### config.mk
export PLATFORM = sky130hd
export DESIGN_NAME = bp_cfg_stream_loader
export DESIGN_NICKNAME = d
export VERILOG_FILES = /design/src/rtl/bp_cfg_stream_loader.sv
export SDC_FILE = /design/constraint.sdc
export NUM_CORES = 1
export LEC_CHECK = 0
export ABC_AREA = 1
export BUFFER_PORTS_ARGS = -buffer_cell sky130_fd_sc_hd__buf_2
export CORE_AREA = 2 2 144 76
export CTS_CLUSTER_SIZE = 12
export DETAILED_ROUTE_END_ITERATION = 10
export DIE_AREA = 0 0 146 78
export GPL_ROUTABILITY_DRIVEN = 0
export PLACE_DENSITY = 0.74
export SYNTH_ARGS = -nofsm -noshare
export SYNTH_HDL_FRONTEND = slang
export SYNTH_SLANG_ARGS = --single-unit
### constraint.sdc
create_clock -name clk_i -period 2.8 [get_ports clk_i]
set_input_delay 0.28 -clock clk_i [delete_from_list [all_inputs] [get_ports clk_i]]
set_output_delay 0.28 -clock clk_i [all_outputs]
set_load 0.005 [all_outputs]
### src/rtl/bp_cfg_stream_loader.sv
// bp_cfg_stream_loader
//   Holds a table of config records and, on request, streams the selected record
//   as (field index, data) beats broadcast to channels_p tiles, with up to two
//   field overrides applied. Each channel handshakes independently; a beat
//   advances only once every channel has taken it.
// Ports
//   clk_i, reset_n_i      clock, async active-low reset
//   start_i, cfg_id_i     load request (sampled in IDLE only) and record id
//   ovr_v_i/field_i/data_i two override slots (slot 1 wins on same field)
//   v_o, ready_i          per-channel valid / ready
//   field_o, data_o       current beat
//   busy_o, done_o, err_o status; done_o/err_o are one-cycle pulses
//   csum_o                modular sum of streamed data, valid while done_o

// Per-channel handshake tracker: remembers that this channel already took the
// current beat so it is never offered the same beat twice.
module bp_cfg_stream_lane (
  input  logic clk_i,
  input  logic reset_n_i,
  input  logic send_i,
  input  logic ready_i,
  input  logic beat_done_i,
  output logic v_o,
  output logic have_o
);
  logic acked_q;
  logic take;

  assign v_o    = send_i & ~acked_q;
  assign take   = v_o & ready_i;
  assign have_o = acked_q | take;

  always_ff @(posedge clk_i or negedge reset_n_i) begin
    if (!reset_n_i)                  acked_q <= 1'b0;
    else if (!send_i || beat_done_i) acked_q <= 1'b0;
    else if (take)                   acked_q <= 1'b1;
  end
endmodule

module bp_cfg_stream_loader #(
  parameter int num_cfgs_p    = 16,
  parameter int num_fields_p  = 48,
  parameter int field_width_p = 16,
  parameter int channels_p    = 4,
  parameter logic [num_cfgs_p*num_fields_p*field_width_p-1:0] cfg_table_p = '0,
  localparam int lg_cfgs_lp   = (num_cfgs_p   > 1) ? $clog2(num_cfgs_p)   : 1,
  localparam int lg_fields_lp = (num_fields_p > 1) ? $clog2(num_fields_p) : 1
) (
  input  logic                      clk_i,
  input  logic                      reset_n_i,
  input  logic                      start_i,
  input  logic [lg_cfgs_lp-1:0]     cfg_id_i,
  input  logic [1:0]                ovr_v_i,
  input  logic [2*lg_fields_lp-1:0] ovr_field_i,
  input  logic [2*field_width_p-1:0] ovr_data_i,
  output logic [channels_p-1:0]     v_o,
  input  logic [channels_p-1:0]     ready_i,
  output logic [lg_fields_lp-1:0]   field_o,
  output logic [field_width_p-1:0]  data_o,
  output logic                      busy_o,
  output logic                      done_o,
  output logic                      err_o,
  output logic [field_width_p-1:0]  csum_o
);

  typedef enum logic [1:0] {IDLE, SEND, DONE, ERR} state_e;

  typedef struct packed {
    logic [lg_cfgs_lp-1:0]                id;
    logic [1:0]                           ovr_v;
    logic [1:0][lg_fields_lp-1:0]         ovr_field;
    logic [1:0][field_width_p-1:0]        ovr_data;
  } req_t;

  state_e                     state_q, state_d;
  req_t                       req_q, req_d;
  logic [lg_fields_lp-1:0]    cnt_q, cnt_d;
  logic [field_width_p-1:0]   csum_q, csum_d;
  logic [field_width_p-1:0]   fdata;
  logic [channels_p-1:0]      have;
  logic                       send, beat_done, last;
  int                         tbl_idx;

  assign send      = (state_q == SEND);
  assign beat_done = send & (&have);
  assign last      = (cnt_q == lg_fields_lp'(num_fields_p - 1));

  for (genvar c = 0; c < channels_p; c++) begin : g_lane
    bp_cfg_stream_lane u_lane (
      .clk_i       (clk_i),
      .reset_n_i   (reset_n_i),
      .send_i      (send),
      .ready_i     (ready_i[c]),
      .beat_done_i (beat_done),
      .v_o         (v_o[c]),
      .have_o      (have[c])
    );
  end

  // Field value: table lookup, then slot 0, then slot 1 so slot 1 wins on a tie.
  // Slots naming a field beyond the record are never applied.
  always_comb begin
    tbl_idx = int'(req_q.id) * num_fields_p + int'(cnt_q);
    fdata   = cfg_table_p[tbl_idx*field_width_p +: field_width_p];
    for (int s = 0; s < 2; s++) begin
      if (req_q.ovr_v[s] && (req_q.ovr_field[s] == cnt_q) &&
          (int'(req_q.ovr_field[s]) < num_fields_p))
        fdata = req_q.ovr_data[s];
    end
  end

  always_comb begin
    state_d = state_q;
    req_d   = req_q;
    cnt_d   = cnt_q;
    csum_d  = csum_q;
    case (state_q)
      IDLE: if (start_i) begin
        req_d  = '{id: cfg_id_i, ovr_v: ovr_v_i, ovr_field: ovr_field_i, ovr_data: ovr_data_i};
        cnt_d  = '0;
        csum_d = '0;
        state_d = ((cfg_id_i == '0) || (int'(cfg_id_i) >= num_cfgs_p)) ? ERR : SEND;
      end
      SEND: if (beat_done) begin
        csum_d = csum_q + fdata;
        if (last) state_d = DONE;
        else      cnt_d   = cnt_q + lg_fields_lp'(1);
      end
      DONE:    state_d = IDLE;
      ERR:     state_d = IDLE;
      default: state_d = IDLE;
    endcase
  end

  always_ff @(posedge clk_i or negedge reset_n_i) begin
    if (!reset_n_i) begin
      state_q <= IDLE;
      req_q   <= '0;
      cnt_q   <= '0;
      csum_q  <= '0;
    end else begin
      state_q <= state_d;
      req_q   <= req_d;
      cnt_q   <= cnt_d;
      csum_q  <= csum_d;
    end
  end

  assign busy_o  = (state_q != IDLE);
  assign done_o  = (state_q == DONE);
  assign err_o   = (state_q == ERR);
  assign csum_o  = done_o ? csum_q : '0;
  assign field_o = send ? cnt_q : '0;
  assign data_o  = send ? fdata : '0;

endmodule

==> key figures, run 1 <==
Status
  • Status: complete, no violations

Synth
  • Number of flops mapped to enable cells by yosys: 0
  • Mux contribution to synthesized area: 0%
  • Syn avg cell area: about 7.1 um2
  • Post-Syn Instances: around 630
  • Yosys cell types: 35
  • Area contributors post-synth: dfrtp_1 42%, nand2_1 20%, inv_1 5.5%
  • Xor-xnor portion of the synthesized cell area: between 1 and 1.5%
  • Compound-Gate Fraction of Synth Area: between 10% and 20%
  • Mapped Area: 4460 um2
  • Post-Synth Adder-Cell Area: just under 6%
  • Synth Flop Type: dfrtp_1
  • Largest area contributor in the netlist: dfrtp_1
  • Ys async rst share: 100%
  • Synth warn: 0
  • Synth Register Bits: 74
  • Post-Synth Simple-Gate Area: between 30 and 40%
  • Largest family of logic cells by synthesized area: simple AND/OR/NAND/NOR gates
  • Sequential fraction of the synthesis area: 41.5%
  • Syn_nets: ~710
  • Top-area cell type share of the netlist area: between 40 and 50%

Final layout
  • ANT cells: 0
  • Multi-input logic area: 2390 um2
  • Number of fill cells in the layout: 881
  • Most frequent cells in the layout: 226 x nand2_1, 101 x buf_2, 73 x dfrtp_1
  • Core Util, Final: 58.5%
  • Commonest non-fill, non-tap cell in the layout: nand2_1
  • Register area: approximately 1900 um2
  • Layout net count: 834
  • Synthesis-to-layout area growth: 31.5%
  • Share of layout cells above drive strength 1: between 20 and 30%

Placement
  • IO buf count: 101
  • HPWL Detailed: 8540 um

Setup path
  • Setup crit start kind: flip-flop
  • Slowest stage delay, CP: 420 ps
  • Crit path required time: about 3000 ps
  • CP max FO: 4
  • Setup CP Type: flip-flop to flip-flop
  • CP dominant cell by count: nand2_1
  • Crit path DAT: ~3000 ps
  • CP Capture Type: flip-flop
  • Critical-path cell list: inv_2 > o21ai_0 > nor2_1 > nand3_2 > inv_2 > nand2_1 > nand2_1 > ha_2 > inv_2 > fa_2 > inv_2 > nand2_2 > inv_2 > nand2_2 > nand2_2 > nand2_2 > o21ai_4 > nand2_1 > nand2_1 > nand2_1 > nand2_1 > o22ai_1
  • CP max stage cell: dfrtp_1

Clocking
  • Root Driver: clkbuf_16
  • Clk buf depth: 2
  • CTS tree: done
  • H-tree depth: 3
  • Clock buffer count from CTS: 9
  • CTS clk-pin slew, worst paths: about 60 ps
  • Num Clock Sinks: 74
  • Worst skew pair latency: approximately 330 ps

Timing
  • RSZ-0062 raised after global routing: yes
  • Fmax: 0.358 GHz
  • Final period util: around 100%
  • Relative slew slack: between 40% and 50%
  • Final number of setup-violating endpoints: 0
  • Tightest Pin Transition: between 800 and 900 ps
  • Post-Route Skew: ~6.3 ps
  • Tmin final: approximately 2800 ps
  • Final Hold Fails: 0
  • Final Max Slew Viols: 0
  • TNS Setup: 0 ps

Global route
  • Vias in the first global route: roughly 4100
  • Initial antenna violation count: 0
  • Overflow left after global routing: 0
  • Largest net degree at the start of global routing: between 50 and 60
  • GR Util All Layers: between 20% and 30%
  • Global-route wire length before repair: approximately 19000 um

Detailed routing
  • Vias per cell: 4.99
  • DR pass1 iterations: 5
  • Vias: 4499
  • Final WL: between 10000 and 15000 um
  • 1st-iter DRT viols: 307
  • DRC violations left: 0
  • Detail Route Antenna Nets: 0
  • Routed wire length per instance: around 14 um

Pwr
  • PD cells: 788 nW/um2
  • VDD IR-drop max: 402 uV
  • P_leak: approximately 3.2 nW

Job
  • Max-cap violations: 0

Floorplanning
  • Die width: about 150 um
  • DIE AREA: 11400 um2
  • Row count: 26
  • I/O pins: between 100 and 150
  • Area of the core: ~10000 um2
  • Starting Density: 44.5%
  • Die Ht: between 70 and 80 um

Worst hold path
  • HP Class: input pin to async pin
-- through the flow --
| step | cells | power [mW] | hold slack (ps) | cell area, um2 | setup WS [ps] |
|---|---|---|---|---|---|
| 3_5_place_dp | 862 | 2.91 | 402 | 5140 | -15.3 |
| 6_report | 902 | 4.62 | 22.4 | 5860 | 7.25 |
| 2_1_floorplan | 631 | 2.51 | -15.6 | 4470 | 5.10 |
| 3_3_place_gp | 862 | 2.87 | 389 | 5140 | 92.4 |
| 5_1_grt | 902 | 4.92 | 77.7 | 5860 | -182 |
| 4_1_cts | 895 | 4.49 | 50.0 | 5620 | 7.28 |
-- state kept, by name, indices dropped and copies added (netlist names) --
name	cells
cnt_q	6
csum_q	16
g_lane.u_lane.acked_q	4
req_q	46
state_q	2
-- layer usage --
metal / share of wire, % / vias up / track usage, %
met5: 0 / - / 0
met2: 48 / 120 / 34.9
met1: 45 / 2119 / 27.8
met4: 2.4 / 0 / 6.99
li1: - / 2233 / -
met3: 4.8 / 27 / 4.41
-- final cells by class --
type / instances / share of cell area (%)
multi-input combinational: 464 / 40.7
sequential: 74 / 31.6
timing repair buffer: 137 / 14.2
inverter: 71 / 4.63
clock buffer: 12 / 4.20
tap: 140 / 2.99
clock inverter: 4 / 1.69
-- power breakdown --
| part | leakage, nW | total [mW] | internal (mW) | switching (mW) |
|---|---|---|---|---|
| sequential | 0.946 | 1.64 | 1.39 | 0.245 |
| clock | 0.167 | 1.34 | 0.897 | 0.441 |
| combinational | 2.11 | 1.64 | 0.741 | 0.904 |
| total | 3.22 | 4.62 | 3.03 | 1.59 |
-- cells in the mapped netlist (5+ instances only) --
cell type,count
a21oi_1,35
xor2_1,7
o21ai_0,32
nand2_1,237
nand2_2,5
nor2_1,60
nand3_1,33
ha_1,19
dfrtp_1,74
inv_2,5
clkbuf_1,10
inv_1,65
-- kinds of logic after synthesis --
group,count (synthesis)
buf+inv,93
compound gates,83
simple gates,354
xor+xnor,7
flops,74
fa+ha+maj,20
-- path summary, 6_finish.rpt --
check,from,end,slack (ps),depth (start not counted)
max,cnt_q[2],csum_q[14],7,22
min,reset_n_i,g_lane[0].u_lane.acked_q,20,1
min reg2reg,req_q[18],req_q[18],480,2
min in group clk_i,ovr_data_i[18],req_q[18],140,3
max reg2reg,cnt_q[2],csum_q[14],7,22
max in group asynchronous,reset_n_i,req_q[29],2070,2
-- worst max-delay path, delay by kind of cell (launching register included) --
| kind | cells | cell delay (ps) |
|---|---|---|
| buffers and inverters | 5 | 380 |
| AND/OR/NAND/NOR | 12 | 1050 |
| AO/OA/AOI/OAI | 3 | 290 |
| adder cells (fa/ha/maj) | 2 | 530 |
| flip-flops | 1 | 420 |
-- timing repair --
action	CTS	global route
setup endpoints to repair	2	11
gates cloned	0	1
gates resized for setup	9	38
hold buffers	0	0
pin swaps	5	14
buffers inserted	17	8
(Power assumes the default switching activity.)
==> inputs of run 2 (changes only) <==
--- a/config.mk
+++ b/config.mk
@@ -5,12 +5,11 @@
 export SDC_FILE = /design/constraint.sdc
 export NUM_CORES = 1
 export LEC_CHECK = 0
-export ABC_AREA = 1
 export BUFFER_PORTS_ARGS = -buffer_cell sky130_fd_sc_hd__buf_2
-export CORE_AREA = 2 2 144 76
+export CORE_AREA = 2 2 142 75
 export CTS_CLUSTER_SIZE = 12
 export DETAILED_ROUTE_END_ITERATION = 10
-export DIE_AREA = 0 0 146 78
+export DIE_AREA = 0 0 144 77
 export GPL_ROUTABILITY_DRIVEN = 0
 export PLACE_DENSITY = 0.74
 export SYNTH_ARGS = -nofsm -noshare
==> key figures, run 2 <==
Synth
  • Mux contribution to synthesized area: 0% (unchanged)
  • Largest area contributor in the netlist: dfrtp_1
  • Largest family of logic cells by synthesized area: simple AND/OR/NAND/NOR gates
  • Mapped Area: 4310 um2 (-3.5%)
  • Number of flops mapped to enable cells by yosys: 0 (unchanged)
  • Area contributors post-synth: dfrtp_1 43%, nand2_1 14%, ha_1 5.5%
  • Yosys cell types: 46 (+31%)
  • Synth warn: 0 (unchanged)
  • Syn_nets: 584 (-18%)
  • Syn avg cell area: 8.49 um2 (+20%)
  • Ys async rst share: 100% (unchanged)
  • Synth Register Bits: 74 (unchanged)
  • Compound-Gate Fraction of Synth Area: 11.7% (+1.6 points)
  • Sequential fraction of the synthesis area: 43.0% (+1.5 points)
  • Xor-xnor portion of the synthesized cell area: 5.64% (+4.3 points)
  • Post-Synth Adder-Cell Area: 5.98% (+0.21 points)
  • Post-synth top cells: 162 x nand2_1, 74 x dfrtp_1, 37 x and2_1
  • Post-Synth Simple-Gate Area: 29.8% (-2.9 points)
  • Top-area cell type share of the netlist area: 43.0% (+1.5 points)
  • Synth Flop Type: dfrtp_1
  • Top-count cell post-synth: nand2_1
  • Post-Syn Instances: 507 (-20%)

Setup path
  • Setup CP Type: flip-flop to flip-flop
  • Worst setup path startpoint: cnt_q[1]
  • CP Capture Type: flip-flop
  • Setup crit start kind: flip-flop
  • Slowest stage delay, CP: 420 ps (about the same)
  • CP max stage cell: dfrtp_1
  • Reg2Reg Depth: 14 (-36%)
  • Critical-path cell list: xnor2_2 > nand3_2 > nor4_4 > nor3_2 > buf_6 > a22o_4 > ha_4 > o211ai_1 > o211a_1 > nor4_4 > o41ai_2 > xnor2_1 > nor3_1 > a221o_1
  • Crit path DAT: 3620 ps (+620 ps)
  • Crit path required time: 3030 ps (+20 ps)
  • RR Endpoint: csum_q[15]
  • CP max FO: 7 (+3)
  • FF-to-FF Start: cnt_q[1]
  • R2R Setup Slk: -590 ps (-590 ps)
  • Cell family with most CP delay: compound AO/OA/AOI/OAI gates
  • CP dominant cell by count: nor4_4
  • Crit path buf inv count: 1 (-4)

Pwr
  • PD cells: 532 nW/um2 (-33%)
  • VDD IR-drop max: 436 uV (+8.5%)
  • P_leak: 3.15 nW (-2.3%)
  • Post-layout total power: 3.17 mW (-31%)

Clocking
  • Root Driver: clkbuf_16
  • Clk buf depth: 2 (unchanged)
  • Num Clock Sinks: 74 (unchanged)
  • H-tree depth: 3 (unchanged)
  • Clock buffer count from CTS: 9 (unchanged)
  • Worst skew pair latency: 350 ps (+20 ps)
  • CTS tree: done
  • CTS clk-pin slew, worst paths: 60 ps (about the same)

Timing
  • Final number of setup-violating endpoints: 11 (+11)
  • Worst Slack Setup Final: -586 ps (-593 ps)
  • Tightest Pin Transition: 968 ps (+168 ps)
  • Relative slew slack: 35.5% (-11 points)
  • Final Hold Fails: 0 (unchanged)
  • Final Max Slew Viols: 0 (unchanged)
  • Final period util: 121% (+21 points)
  • Fmax: 0.295 GHz (-18%)
  • Tmin final: 3390 ps (+593 ps)
  • Post-Route Skew: 9.07 ps (+2.74 ps)
  • RSZ-0062 raised after global routing: yes

Global route
  • Initial antenna violation count: 0 (unchanged)
  • Overflow left after global routing: 0 (unchanged)
  • GR Util All Layers: 24.9% (+3.8 points)
  • Vias in the first global route: 4122 (+1.1%)
  • Global-route wire length before repair: 21100 um (+9.5%)
  • Largest net degree at the start of global routing: 58 (+3.6%)

Floorplanning
  • Row count: 26 (unchanged)
  • Die Ht: 77 um (-1.3%)
  • DIE AREA: 11100 um2 (-2.6%)
  • Area of the core: 9860 um2 (-1.6%)
  • Die width: 144 um (-1.4%)
  • I/O pins: 102 (unchanged)
  • Starting Density: 43.7% (-0.83 points)

Final layout
  • Top Registers: req_q x46, csum_q x16, cnt_q x6
  • Reg with most FFs: req_q
  • Share of layout cells above drive strength 1: 35.4% (+7.5 points)
  • Max FFs per register: 46 (unchanged)
  • Synthesis-to-layout area growth: 38.4%
  • Most frequent cells in the layout: 160 x nand2_1, 101 x buf_2, 72 x dfrtp_1
  • Core Util, Final: 60.5% (+1.9 points)
  • ANT cells: 0 (unchanged)
  • Layout net count: 730 (-12%)
  • Post-route insts no fill: 798 (-12%)
  • Commonest non-fill, non-tap cell in the layout: nand2_1

Status
  • Status: complete, but fails checks
  • Failing checks: setup timing

Detailed routing
  • Vias: 4153 (-7.7%)
  • DRC violations left: 0 (unchanged)
  • Final WL: 13100 um (+4.7%)
  • DR pass1 iterations: 5 (unchanged)
  • Vias per cell: 5.20 (+4.3%)
  • Routed wire length per instance: 16.4 um (+18%)
  • Detail Route Antenna Nets: 0 (unchanged)
  • 1st-iter DRT viols: 386 (+26%)

Worst hold path
  • HP Class: input pin to flip-flop
  • Hold Crit Endpoint: req_q[13]
  • Critical hold path startpoint: ovr_data_i[13]
  • Hold path depth: 3

Placement
  • Dpl cells: 770 (-11%)
  • HPWL Detailed: 9520 um (+11%)
  • Dpl ws: -493 ps (-477 ps)
  • IO buf count: 101 (unchanged)

Job
  • Max-cap violations: 0 (unchanged)
==> run 2: how the worst max path moves through the flow <==
stage                  to  slack (ps)  cells past startpoint
4_1_cts        csum_q[15]        -430                     15
3_5_place_dp   csum_q[14]        -490                     16
5_1_grt        csum_q[14]        -800                     16
2_1_floorplan  csum_q[15]        -530                     15
6_report       csum_q[15]        -590                     14
3_3_place_gp   csum_q[15]        -370                     15
==> run 2: routing by layer <==
layer	global-route usage, %	vias up	routed length (um)
li1	-	1982	-
met1	37.4	1961	6380
met2	34.3	187	5490
met3	6.62	23	1030
met4	8.24	0	223
met5	0	-	0
==> run 2: kinds of logic (layout without fill, tap and decap cells) <==
group	count (synthesis)	count (layout)
flip-flops	74	74
AND/OR/NAND/NOR	279	279
AO/OA/AOI/OAI	74	74
adder cells (fa/ha/maj)	20	20
buffers and inverters	34	185
XOR/XNOR	26	26
==> run 2: through the flow <==
stage	setup TNS [ps]	hold WS, ps	cell area (um2)
floorplan	-2990	-15.6	4370
global placement	-2290	279	5290
detailed placement	-3500	276	5290
CTS	-3460	112	5810
global route	-6810	120	5960
finish	-4400	120	5960
==> run 2: power by group <==
| group | switching (mW) | internal, mW | total [mW] |
|---|---|---|---|
| logic | 0.446 | 0.388 | 0.834 |
| clock network | 0.491 | 0.615 | 1.11 |
| registers | 0.0826 | 1.15 | 1.23 |
==> run 2: worst reg2reg max path: cells and delay by family (launching register included) <==
| kind | cells | cell delay, ps |
|---|---|---|
| xor gates and xnor gates | 2 | 410 |
| adders and majority gates | 1 | 220 |
| DFF | 1 | 420 |
| AOI/OAI and AO/OA | 5 | 1410 |
| and+or+nand+nor | 5 | 670 |
| buffers and inverters | 1 | 150 |
==> run 2: final cells by class <==
class | count | area, um2
clock inverter | 7 | 58.8
inverter | 5 | 18.8
fill | 853 | 3900
clock buffer | 9 | 225
tap | 140 | 175
multi-input combinational | 399 | 2620
timing repair buffer | 164 | 1010
sequential | 74 | 1850
==> run 2: repair_timing <==
item	4_1_cts	5_1_grt
hold buffers	1	0
pin swaps	29	25
resized for setup	23	32
hold endpoints to repair	21	0
setup buffers	16	3
setup endpoints to repair	11	15
